===== src/rtl/gb_timer_ctrl_if.sv =====
// rtl/gb_timer_ctrl_if.sv - CPU I/O bus and interrupt signals of the timer controller
interface gb_timer_ctrl_if;
  logic       tick;
  logic [1:0] addr;
  logic       wr;
  logic [7:0] din;
  logic [7:0] dout;
  logic       irq;

  modport master (output tick, addr, wr, din, input dout, irq);
  modport slave  (input tick, addr, wr, din, output dout, irq);
endinterface


===== src/rtl/gb_timer_ctrl.sv =====
// rtl/gb_timer_ctrl.sv - Game Boy DIV/TIMA/TMA/TAC timer with delayed TMA reload and irq
// Optional DMG write-glitch increments enabled by defining GB_TIMER_GLITCH_EN.
module gb_timer_ctrl #(
  parameter int RELOAD_DELAY = 4
) (
  input  logic            clk,
  input  logic            reset,
  gb_timer_ctrl_if.slave  bus
);

  logic [15:0] div, div_nxt;
  logic [7:0]  tima, tma;
  logic [2:0]  tac, tac_nxt;
  logic        pending;
  logic [3:0]  cnt;
  logic        sel_q, sel_q_nxt;
  logic        irq_q;
  logic        sel, sel_nxt, fall, reload;
  logic        div_wr, tima_wr, tma_wr, tac_wr;
  logic [7:0]  rdata;

  function automatic logic sel_of(input logic [2:0] t, input logic [15:0] d);
    case (t[1:0])
      2'b00:   sel_of = t[2] & d[9];
      2'b01:   sel_of = t[2] & d[3];
      2'b10:   sel_of = t[2] & d[5];
      default: sel_of = t[2] & d[7];
    endcase
  endfunction

  always_comb begin
    div_wr  = bus.wr && (bus.addr == 2'd0);
    tima_wr = bus.wr && (bus.addr == 2'd1);
    tma_wr  = bus.wr && (bus.addr == 2'd2);
    tac_wr  = bus.wr && (bus.addr == 2'd3);
    div_nxt = div_wr ? 16'h0000 : (bus.tick ? div + 16'd1 : div);
    tac_nxt = tac_wr ? bus.din[2:0] : tac;
    sel     = sel_of(tac, div);
    sel_nxt = sel_of(tac_nxt, div_nxt);
`ifdef GB_TIMER_GLITCH_EN
    // Write-induced drops of sel are seen as edges on the following clk.
    sel_q_nxt = sel;
    fall      = sel_q & ~sel;
`else
    sel_q_nxt = (div_wr || tac_wr) ? sel_nxt : sel;
    fall      = sel_q & ~sel & ~(div_wr | tac_wr);
`endif
    reload = pending && bus.tick && (cnt == 4'd1);
  end

  always_comb begin
    rdata = 8'h00;
    case (bus.addr)
      2'd0:    rdata = div[15:8];
      2'd1:    rdata = tima;
      2'd2:    rdata = tma;
      default: rdata = {5'b11111, tac};
    endcase
  end

  assign bus.dout = rdata;
  assign bus.irq  = irq_q;

  always_ff @(posedge clk) begin
    if (reset) begin
      div     <= 16'h0000;
      tima    <= 8'h00;
      tma     <= 8'h00;
      tac     <= 3'b000;
      pending <= 1'b0;
      cnt     <= 4'd0;
      sel_q   <= 1'b0;
      irq_q   <= 1'b0;
    end else begin
      div   <= div_nxt;
      tac   <= tac_nxt;
      sel_q <= sel_q_nxt;
      irq_q <= reload;
      if (tma_wr)
        tma <= bus.din;
      if (pending && bus.tick)
        cnt <= cnt - 4'd1;
      // Reload beats a TIMA write; a TIMA write beats an increment.
      if (reload) begin
        tima    <= tma_wr ? bus.din : tma;
        pending <= 1'b0;
      end else if (tima_wr) begin
        tima    <= bus.din;
        pending <= 1'b0;
      end else if (fall) begin
        if (tima == 8'hFF) begin
          tima    <= 8'h00;
          pending <= 1'b1;
          cnt     <= 4'(RELOAD_DELAY);
        end else begin
          tima <= tima + 8'd1;
        end
      end
    end
  end

endmodule


===== src/flat_wrapper.sv =====
// flat-port wrapper written by rule: the top's interface ports become plain ports
module gb_timer_ctrl_flat 
#(
  parameter int RELOAD_DELAY = 4
)
  (clk, reset, bus_tick, bus_addr, bus_wr, bus_din, bus_dout, bus_irq);
  gb_timer_ctrl_if bus_i ();
  input  logic clk;
  input  logic reset;
  input wire logic [$bits(bus_i.tick)-1:0] bus_tick;
  input wire logic [$bits(bus_i.addr)-1:0] bus_addr;
  input wire logic [$bits(bus_i.wr)-1:0] bus_wr;
  input wire logic [$bits(bus_i.din)-1:0] bus_din;
  output wire logic [$bits(bus_i.dout)-1:0] bus_dout;
  output wire logic [$bits(bus_i.irq)-1:0] bus_irq;
  assign bus_i.tick = bus_tick;
  assign bus_i.addr = bus_addr;
  assign bus_i.wr = bus_wr;
  assign bus_i.din = bus_din;
  assign bus_dout = bus_i.dout;
  assign bus_irq = bus_i.irq;
  gb_timer_ctrl #(.RELOAD_DELAY(RELOAD_DELAY)) u_core (.clk(clk), .reset(reset), .bus(bus_i));
endmodule

===== config.mk =====
export PLATFORM = sky130hd
export DESIGN_NAME = gb_timer_ctrl_flat
export DESIGN_NICKNAME = d
export VERILOG_FILES = /design/src/rtl/gb_timer_ctrl_if.sv /design/src/rtl/gb_timer_ctrl.sv /design/src/flat_wrapper.sv
export SDC_FILE = /design/constraint.sdc
export NUM_CORES = 1
export LEC_CHECK = 0
export BUFFER_PORTS_ARGS = -buffer_cell sky130_fd_sc_hd__buf_2
export CORE_ASPECT_RATIO = 1.4
export CORE_MARGIN = 2
export CORE_UTILIZATION = 35
export DETAILED_ROUTE_END_ITERATION = 10
export GPL_TIMING_DRIVEN = 0
export PLACE_DENSITY = 0.49
export SYNTH_ARGS = -nofsm -noshare
export SYNTH_HDL_FRONTEND = slang
export SYNTH_SLANG_ARGS = --single-unit

===== constraint.sdc =====
create_clock -name clk -period 4.25 [get_ports clk]
set_clock_uncertainty 0.1 [all_clocks]
set_input_delay 0 -clock clk [delete_from_list [all_inputs] [get_ports clk]]
set_output_delay 0 -clock clk [all_outputs]
set_load 0.005 [all_outputs]

# Word-level counts from Yosys, hierarchy flattened
# Cells that the tools add are included.
# word_totals
regBits	42
latchBits	0
ramBits	0
mem_bits_ro	0
out_inout_bits	9
word_cells	65
n_memories	0
# classes
n_addsub	3
multipliers	0
div	0
n_lt_le_gt_ge	0
eq_ne	9
shifts	0
mux	17
bitwise_logic	13
reduce_logical	14
# ops
op	n
$mux W8	5
$pmux W8 S3	1
$mux W10	2
$mux W4	5
$add A16 B1 Y16 const B	1
$and A1 B1 Y1	10
$add A8 B1 Y8 const B	1
$eq A2 B2 Y1 const B	4
$eq A8 B8 Y1 const B	1
$eq A2 B1 Y1 const B	3
$logic_and A1 B1 Y1	6
$logic_not A2 Y1	3
$pmux W1 S3	2
$eq A4 B1 Y1 const B	1
$sub A4 B1 Y4 const B	1
$mux W3	1
$reduce_bool A3 Y1	1
$reduce_or A3 Y1	1
$not A1 Y1	2
$reduce_and A2 Y1	1
$reduce_or A2 Y1	1
$logic_or A1 B1 Y1	1
$mux W1	1
$or A1 B1 Y1	1

# Longest topological paths before layout
# Gate-level depths: netlist (run 1).
# depth
depth_word	8
mapped_depth	8
depth_no_buf	7

# Worst setup path after synthesis (run 1)
# Ideal clock, no wire load.
# synth_path
kind	flip-flop to flip-flop
from	reg u_core.cnt[1]
to	reg u_core.tima[6]
setup_ps	59
arrival_time_ps	1620
setup_slack_ps	2471
stages_incl_launch_ff	8
path_cell_list	dfxtp_1 inv_1 ha_1 and2b_2 nand2_4 mux2_4 a2111oi_4 a221o_1
# synth_between
elab_chain_cells	3
# synth_lines
item	line	rtl
start, declared	gb_timer_ctrl.sv:15	logic [3:0] cnt;
start signal, assigned	gb_timer_ctrl.sv:82	cnt <= cnt - 4'd1;
start signal, assigned	gb_timer_ctrl.sv:94	cnt <= 4'(RELOAD_DELAY);
$eq A4 B1 Y1 (*)	gb_timer_ctrl.sv:48	reload = pending && bus.tick && (cnt == 4'd1);
$logic_and A1 B1 Y1 (*)	gb_timer_ctrl.sv:48	
$reduce_bool A3 Y1 (no line) / $mux W8 (equally long branches)	-	
end signal, assigned	gb_timer_ctrl.sv:85	tima <= tma_wr ? bus.din : tma;
end signal, assigned	gb_timer_ctrl.sv:88	tima <= bus.din;
end signal, assigned	gb_timer_ctrl.sv:96	tima <= tima + 8'd1;
end, declared	gb_timer_ctrl.sv:12	logic [7:0] tima, tma;
# Every way passes the cells marked *; elsewhere a longest branch is shown, timed or not.
# A chain may end at the register's enable or synchronous reset.

# Worst setup path after layout (run 1)
# layout_path
from	reg u_core.tima[0]
to	reg u_core.tima[5]
# layout_between
elab_chain_cells	5
# layout_lines
item	line	rtl
$add A8 B1 Y8 / $eq A8 B8 Y1 (equally long branches)	gb_timer_ctrl.sv:96, gb_timer_ctrl.sv:91	
$mux W8 (*)	gb_timer_ctrl.sv:91	if (tima == 8'hFF) begin
$mux W8 (*)	gb_timer_ctrl.sv:90	end else if (fall) begin
$mux W8 (*)	gb_timer_ctrl.sv:87	end else if (tima_wr) begin
$mux W8 (*)	gb_timer_ctrl.sv:84	if (reload) begin
# Every way passes the cells marked *; elsewhere a longest branch is shown, timed or not. The select of a mux whose other input is x is not followed.

==> results of run 1 <==
==> power breakdown <==
group	leakage (nW)	internal [mW]	switching [mW]	total (mW)
Combinational	0.644	0.0406	0.0464	0.0870
Sequential	0.340	0.403	0.0126	0.415
Clock	0.0514	0.175	0.146	0.321
Total	1.04	0.619	0.205	0.823
==> worst max-delay path by stage <==
| stage | startpoint | cells past startpoint | endpoint |
|---|---|---|---|
| finish | u_core.tima[0]$_SDFFE_PP0P_ | 6 | u_core.tima[5]$_SDFFE_PP0P_ |
| global route | u_core.tima[1]$_SDFFE_PP0P_ | 6 | u_core.tima[5]$_SDFFE_PP0P_ |
| CTS | u_core.tima[0]$_SDFFE_PP0P_ | 6 | u_core.tima[5]$_SDFFE_PP0P_ |
| detailed placement | bus_addr[0] | 5 | u_core.div[4]$_SDFFE_PP0P_ |
| global placement | bus_addr[0] | 5 | u_core.div[0]$_SDFFE_PP0P_ |
| floorplan | u_core.cnt[1]$_SDFF_PP0_ | 7 | u_core.tima[6]$_SDFFE_PP0P_ |
==> synthesized netlist by cell type, drive strengths merged (2+ instances only) <==
cell type  count
clkbuf         3
ha             4
nand4          4
nor2          31
o22a           5
and4           2
o211ai         5
inv            6
mux4           3
mux2           7
mux2i          8
xor2          13
nand2         29
nand2b         2
nor3           3
and3b          3
a22oi          4
buf            9
and3           5
a311oi         4
o21ai          6
xnor2          8
o311ai         2
or3            2
dfxtp         42
a21oi         16
and2           2
nand3         13
==> logic make-up (layout without fill, tap and decap cells) <==
family          count (synthesis)  in the layout  share of synthesized area
simple gates                  101            101                      0.219
fa+ha+maj                       4              4                     0.0219
xor+xnor                       21             21                     0.0803
mux                            18             18                      0.101
compound gates                 54             54                      0.174
flops                          42             42                      0.367
buf+inv                        18             54                     0.0366
==> metrics by stage <==
step	power (mW)	util	worst slack [ns]	hold WS, ns	area (um^2)
final	0.823	0.428	2.24	0.0389	2680
after floorplan	0.475	-	2.47	0.0360	2290
after CTS	0.835	0.428	2.23	0.0422	2680
after global routing	0.860	0.428	2.00	0.0854	2680
after global placement	0.505	0.396	2.19	0.162	2470
after detailed placement	0.505	0.396	2.22	0.160	2470
==> critical path, delay by kind of cell, from the launching register on <==
kind	cells	cell delay, ns
and+or+nand+nor	3	0.61
AOI/OAI and AO/OA	2	0.40
DFF	1	0.50
adders and majority gates	1	0.27
==> state kept, by name, indices dropped and copies added, names as in the netlist <==
signal / count
u_core.cnt: 4
u_core.tac: 3
u_core.bus.irq: 1
u_core.tima: 8
u_core.pending: 1
u_core.div: 16
u_core.sel_q: 1
u_core.tma: 8
==> layer usage <==
| layer | track usage | vias to the layer above | wire length [um] |
|---|---|---|---|
| met5 | 0 | - | 0 |
| met1 | 0.234 | 928 | 2840 |
| met2 | 0.290 | 42 | 2780 |
| met3 | 0.0274 | 11 | 192 |
| met4 | 0.0755 | 0 | 177 |
| li1 | - | 1000 | - |
==> area by class of cell <==
cell class                 count  area (um^2)
buffer                        12         61.3
clock buffer                   6         72.6
clock inverter                 2         37.5
fill                         656         3580
inverter                       6         22.5
multi-input combinational    198         1370
sequential                    42          841
tap                           72         90.1
timing repair buffer          28          185
==> repair_timing <==
item	4_1_cts	5_1_grt
hold buffers	9	0
buffers inserted	0	0
endpoints found under the hold margin	20	0
==> reports/metrics.cfg, run 1 <==
[route]
via_per_inst=5.41
ant_nets=0
drc_errors=0
wirelength_mm=5.98
avgRoutedWirePerCell_um=16.3
vias=1981
drtIter0Drc=121
dr.pass1.iters=4

[critical_path]
timing.rr.end=u_core.tima[5]$_SDFFE_PP0P_
reg2reg_from=u_core.tima[0]$_SDFFE_PP0P_
rrSetupSlack_ns=2.24
path_cells=ha_1, nand3_1, nor2_1, nor2_1, a221oi_1, o32ai_1
cp-start-kind=flip-flop
crit_path_end_kind=flip-flop
rr_worst_depth=6
path_class=reg2reg
cp_max_fo=8
crit_path_frequent_cell=nor2_1
max_stage_delay_ns=0.50
critPathRequiredTime_ns=4.31
slowest_stage=dfxtp_1
arrival_ns=2.08

[global_routing]
grt_pass1_vias=1978
grt_pass1_wl_mm=9.94
antenna_found_initial=0
grt_usage=0.179
grt_max_degree=14
overflow=0

[status]
outcome=complete, no violations

[timing]
max_freq_mhz=497
slew_violations=0
hold_viol_final=0
setup_viol=0
layout_min_cycle_time_ns=2.01
fin_setup_tns_ns=0
rsz0062_at_grt=false
relSlewSlack=0.333
worstMarginPinSlew_ns=0.993
fin_crit_sh=0.473

[min_path]
hold_path_startpoint=bus_wr
hp-class=in2reg
min_to=u_core.sel_q$_SDFF_PP0_
holdPathStages=4

[clock_tree]
cts_buffers=5
cts_resized=0
cts_num_sinks=42
clock_path_buffers=2
clk_pin_slew_ns=0.08
cts-root-buf=clkbuf_8
htree_levels=2
clock_latency_ns=0.29
cts_tree=built

[yosys]
synth_edf_count=0
synth_warnings=0
synth_area_um2=2290
synth_nets=276
postSynthCellCount=258
synth_cell_types=54
synth_top_area_share=0.367
syn_area_per_cell_um2=8.87
synth_top_area_cell=dfxtp_1
ys_seq_elements=42
synthTopCellsByArea=dfxtp_1, nor2_1, xor2_1, nand2_1, a21oi_1
ys_async_sr_fraction=0
ys_seq_area_frac=0.367
synth_flop_cell=dfxtp_1

[power_and_ir_drop]
power.density_nw_per_um2=308
leakage_nw=1.04
ir_drop_v=0.000177

[place]
dpl.hpwl_mm=4.39
routabilityCongestion=0.788
port_buffers=19
placedCellCount=349

[finish]
layout_common_cells=dfxtp_1, nor2_1, nand2_1
antenna_cells=0
stdcell_count=366
nets=311
layout_commonest_cell=dfxtp_1
drive_gt1_frac=0.187
area_growth_pct=16.8

[floorplanning]
row_count=34
initial_core_util=0.366
coreArea_um2=6250
die_x_um=72.4
die_area_um2=7210
ios=23
die_y_um=99.7

[job]
max-cap-violations=0

(Power assumes the default switching activity.)
==> inputs of run 2 (changes only) <==
Settings changed: PLACE_DENSITY 0.49 to 0.51.
Clock period 4.25 ns to 1.7 ns, I/O delays scaled along.
==> reports/metrics.cfg, run 2 (synthesized netlist as in run 1, its figures left out) <==
[status]
outcome=finished with violations
violations=setup timing

[clock_tree]
clock_path_buffers=2
clock_latency_ns=0.30
cts_tree=built
cts_num_sinks=42
cts-root-buf=clkbuf_8
clk_pin_slew_ns=0.09
cts_buffers=5
htree_levels=2

[place]
routabilityCongestion=0.824
dpl.hpwl_mm=4.38
pre_cts_ws_ns=-0.291
port_buffers=19

[floorplanning]
coreArea_um2=6250
die_x_um=72.4
initial_core_util=0.366
ios=23
die_area_um2=7210
row_count=34
die_y_um=99.7

[finish]
area_growth_pct=24.5
largest_reg_flops=16
final_core_util=0.456
nets=320
layout_common_cells=dfxtp_1, nand2_1, nor2_1
drive_gt1_frac=0.297
seq_area_um2=860
reg.largest.list=u_core.div: 16 flops, u_core.tima: 8 flops, u_core.tma: 8 flops
antenna_cells=0
fillers=631
layout_commonest_cell=dfxtp_1
top_register=u_core.div
multi_input_area_um2=1460

[power_and_ir_drop]
power_mw=1.92
leakage_nw=1.10
ir_drop_v=0.000513
power.density_nw_per_um2=675

[timing]
hold_viol_final=0
max_freq_mhz=569
layout_setup_ws_ns=-0.0561
setup_viol=5
layout_min_cycle_time_ns=1.76
slew_violations=0
relSlewSlack=0.433
rsz0062_at_grt=true
fin_crit_sh=1.03
worstMarginPinSlew_ns=0.847

[global_routing]
grt_pass1_wl_mm=9.90
overflow=0
grt_usage=0.179
grt_max_degree=14
antenna_found_initial=0
grt_pass1_vias=1999

[route]
ant_nets=0
avgRoutedWirePerCell_um=16.2
drtIter0Drc=95
vias=2059
wirelength_mm=6.08
dr.pass1.iters=4
drc_errors=0
via_per_inst=5.49

[critical_path]
cp_max_fo=5
critPathRequiredTime_ns=1.85
arrival_ns=1.91
crit_path_end_kind=flip-flop
path_class=reg2reg
cp-start-kind=flip-flop

[min_path]
hp-class=in2reg

[job]
max-cap-violations=0

## run 2: cell count changes in the layout (fill, tap and decap cells not counted), moves of 3 or more
cell,previous run,this run
nor2_1,31,28
dfxtp_1,42,31
buf_2,26,23
dfxtp_2,0,9
buf_6,1,4
buf_4,0,9
nor2_4,0,3
## run 2: where the power goes
part	internal (mW)	total [mW]	switching (mW)	leakage, nW
sequential	1.01	1.04	0.0321	0.346
clock	0.290	0.655	0.365	0.0452
combinational	0.108	0.230	0.122	0.704
total	1.40	1.92	0.519	1.10
## run 2: area by class of cell
type | instances | share of cell area
Clock inverter | 2 | 0.00483
Buffer | 12 | 0.0281
Sequential cell | 42 | 0.302
Multi-Input combinational cell | 198 | 0.512
Tap cell | 72 | 0.0316
Clock buffer | 6 | 0.0255
Timing Repair Buffer | 37 | 0.0887
Inverter | 6 | 0.00790
## run 2: what timing repair did
action | CTS | global route
resized for setup | 20 | 18
endpoints found under the hold margin | 20 | 0
setup endpoints to repair | 14 | 24
cloned | 0 | 0
pin swaps | 2 | 6
setup buffers | 5 | 4
hold buffers | 9 | 0
## run 2: final timing paths
| kind | from | endpoint | slack [ns] | cells past startpoint |
|---|---|---|---|---|
| min reg2reg | u_core.tma[4]$_SDFF_PP0_ | u_core.tma[4]$_SDFF_PP0_ | 0.38 | 2 |
| min | bus_wr | u_core.sel_q$_SDFF_PP0_ | 0.07 | 4 |
| max | u_core.cnt[1]$_SDFF_PP0_ | u_core.tima[6]$_SDFFE_PP0P_ | -0.06 | 7 |
| max reg2reg | u_core.cnt[1]$_SDFF_PP0_ | u_core.tima[6]$_SDFFE_PP0P_ | -0.06 | 7 |
## run 2: critical path: stages (launching register included)
cell and delay [ns]:
dfxtp_2 0.33, inv_2 0.05, ha_4 0.14, and2b_2 0.22, nand2_4 0.10, mux2_4 0.35
a2111oi_4 0.29, a221o_1 0.14
## run 2: stage by stage
stage	hold WS, ns	TNS (ns)	area, um^2	cells
floorplan	0.0360	0	2290	258
global placement	0.146	-4.41	2480	349
detailed placement	0.153	-4.34	2480	349
CTS	0.0427	-0.158	2750	371
global route	0.0918	-0.538	2850	375
finish	0.0719	-0.144	2850	375
## run 2: routing by layer
layer  vias to the layer above  part of all wire  wire [um]  GRT usage
met5                         -                 0          0          0
met4                         0             0.017        103     0.0610
met3                         8             0.042        257     0.0355
met2                        41              0.51       3130      0.318
met1                       991              0.43       2590      0.210
li1                       1019                 -          -          -
==> inputs of run 3 (changes only) <==
Settings changed: PLACE_DENSITY 0.51 to 0.49, SKIP_CTS_REPAIR_TIMING set to 1.
Clock period 1.7 ns to 1.8 ns, I/O delays scaled along.
==> reports/metrics.cfg, run 3 (synthesized netlist as in run 1, its figures left out) <==
[finish]
seq_area_um2=851
multi_input_area_um2=1420
fillers=642
reg.largest.list=u_core.div: 16 flops, u_core.tima: 8 flops, u_core.tma: 8 flops
largest_reg_flops=16
drive_gt1_frac=0.260
layout_commonest_cell=dfxtp_1
area_growth_pct=20.5
layout_common_cells=dfxtp_1, nor2_1, nand2_1
antenna_cells=0
nets=313
top_register=u_core.div

[critical_path]
critPathRequiredTime_ns=1.94
cp_max_fo=6
path_class=reg2reg
arrival_ns=1.94
cp-start-kind=flip-flop
critPathLaunch=u_core.cnt[1]$_SDFF_PP0_
reg2reg_from=u_core.cnt[1]$_SDFF_PP0_
crit_path_end_kind=flip-flop

[clock_tree]
cts_num_sinks=42
cts_tree=built
clock_latency_ns=0.30
cts_buffers=5
htree_levels=2
clock_path_buffers=2
cts-root-buf=clkbuf_8
clk_pin_slew_ns=0.08

[timing]
fin_crit_sh=1.00
fin_setup_tns_ns=-0.00175
layout_min_cycle_time_ns=1.80
worstMarginPinSlew_ns=0.775
max_freq_mhz=555
rsz0062_at_grt=true
layout_setup_ws_ns=-0.00175
relSlewSlack=0.482
hold_viol_final=1
whs_ns=-0.0184
setup_viol=1
slew_violations=0

[route]
via_per_inst=5.38
wirelength_mm=5.95
drtIter0Drc=103
drc_errors=0
avgRoutedWirePerCell_um=16.2
vias=1979
dr.pass1.iters=4
ant_nets=0

[floorplanning]
die_y_um=99.7
initial_core_util=0.366
die_area_um2=7210
coreArea_um2=6250
ios=23
row_count=34
die_x_um=72.4

[power_and_ir_drop]
power_mw=1.95
leakage_nw=1.06
power.density_nw_per_um2=705
ir_drop_v=0.000418

[global_routing]
grt_max_degree=14
grt_usage=0.177
overflow=0
grt_pass1_wl_mm=9.83
grt_pass1_vias=1949
antenna_found_initial=0

[place]
routabilityCongestion=0.788
port_buffers=19
dpl.hpwl_mm=4.39

[min_path]
hp-class=in2reg
hold_path_startpoint=bus_din[0]

[status]
outcome=finished with violations
violations=hold timing, setup timing

[job]
max-cap-violations=0

run 3: cell types whose count changed in the layout (fill, tap and decap cells not counted), moves of 2 or more:
cell	previous run	this run
dfxtp_4	2	0
a311oi_1	2	4
a311oi_2	2	0
buf_4	9	5
buf_6	4	1
dfxtp_1	31	34
nor2_4	3	1
run 3: per-stage QoR:
stage	util	worst slack (ns)	instances	hold slack, ns	instance area, um^2
final	0.441	-0.00175	368	-0.0184	2760
after global routing	0.441	-0.0697	368	0.0225	2760
after CTS	0.413	-0.215	357	-0.160	2580
after detailed placement	0.396	-0.231	349	0.160	2470
after global placement	0.396	-0.256	349	0.162	2470
after floorplan	-	0.0212	258	0.0360	2290
run 3: cell type report:
cell class / instances / area share
plain buffers: 12 / 0.0240
clock buffers: 6 / 0.0263
flip-flops and latches: 42 / 0.308
well taps: 72 / 0.0326
inverters: 6 / 0.00816
repair buffers: 30 / 0.0716
multi-input cells: 198 / 0.515
clock inverters: 2 / 0.0136
run 3: routing by layer:
| layer | up-vias | wire (um) | global-route usage |
|---|---|---|---|
| met5 | - | 0 | 0 |
| met4 | 0 | 199 | 0.0755 |
| met3 | 14 | 217 | 0.0284 |
| met2 | 41 | 2740 | 0.287 |
| met1 | 920 | 2790 | 0.232 |
| li1 | 1004 | - | - |
run 3: report_power, final:
part,switching (mW),leakage [nW],internal (mW)
clock network,0.342,0.0514,0.414
registers,0.0297,0.344,0.952
logic,0.112,0.664,0.0968
total,0.483,1.06,1.46
run 3: worst max-delay path: stages (launching register included):
cell       delay [ns]
dfxtp_2          0.34
inv_2            0.05
ha_4             0.14
and2b_2          0.21
nand2_4          0.10
mux2_4           0.37
a2111oi_4        0.29
a221o_1          0.14
run 3: final timing paths:
| check | depth (start not counted) | to | slack (ns) |
|---|---|---|---|
| setup / recovery | 7 | u_core.tima[6]$_SDFFE_PP0P_ | -0.002 |
| hold / removal | 3 | u_core.tac[0]$_SDFF_PP0_ | -0.02 |
| setup reg to reg | 7 | u_core.tima[6]$_SDFFE_PP0P_ | -0.002 |
| hold reg to reg | 2 | u_core.tma[1]$_SDFF_PP0_ | 0.38 |
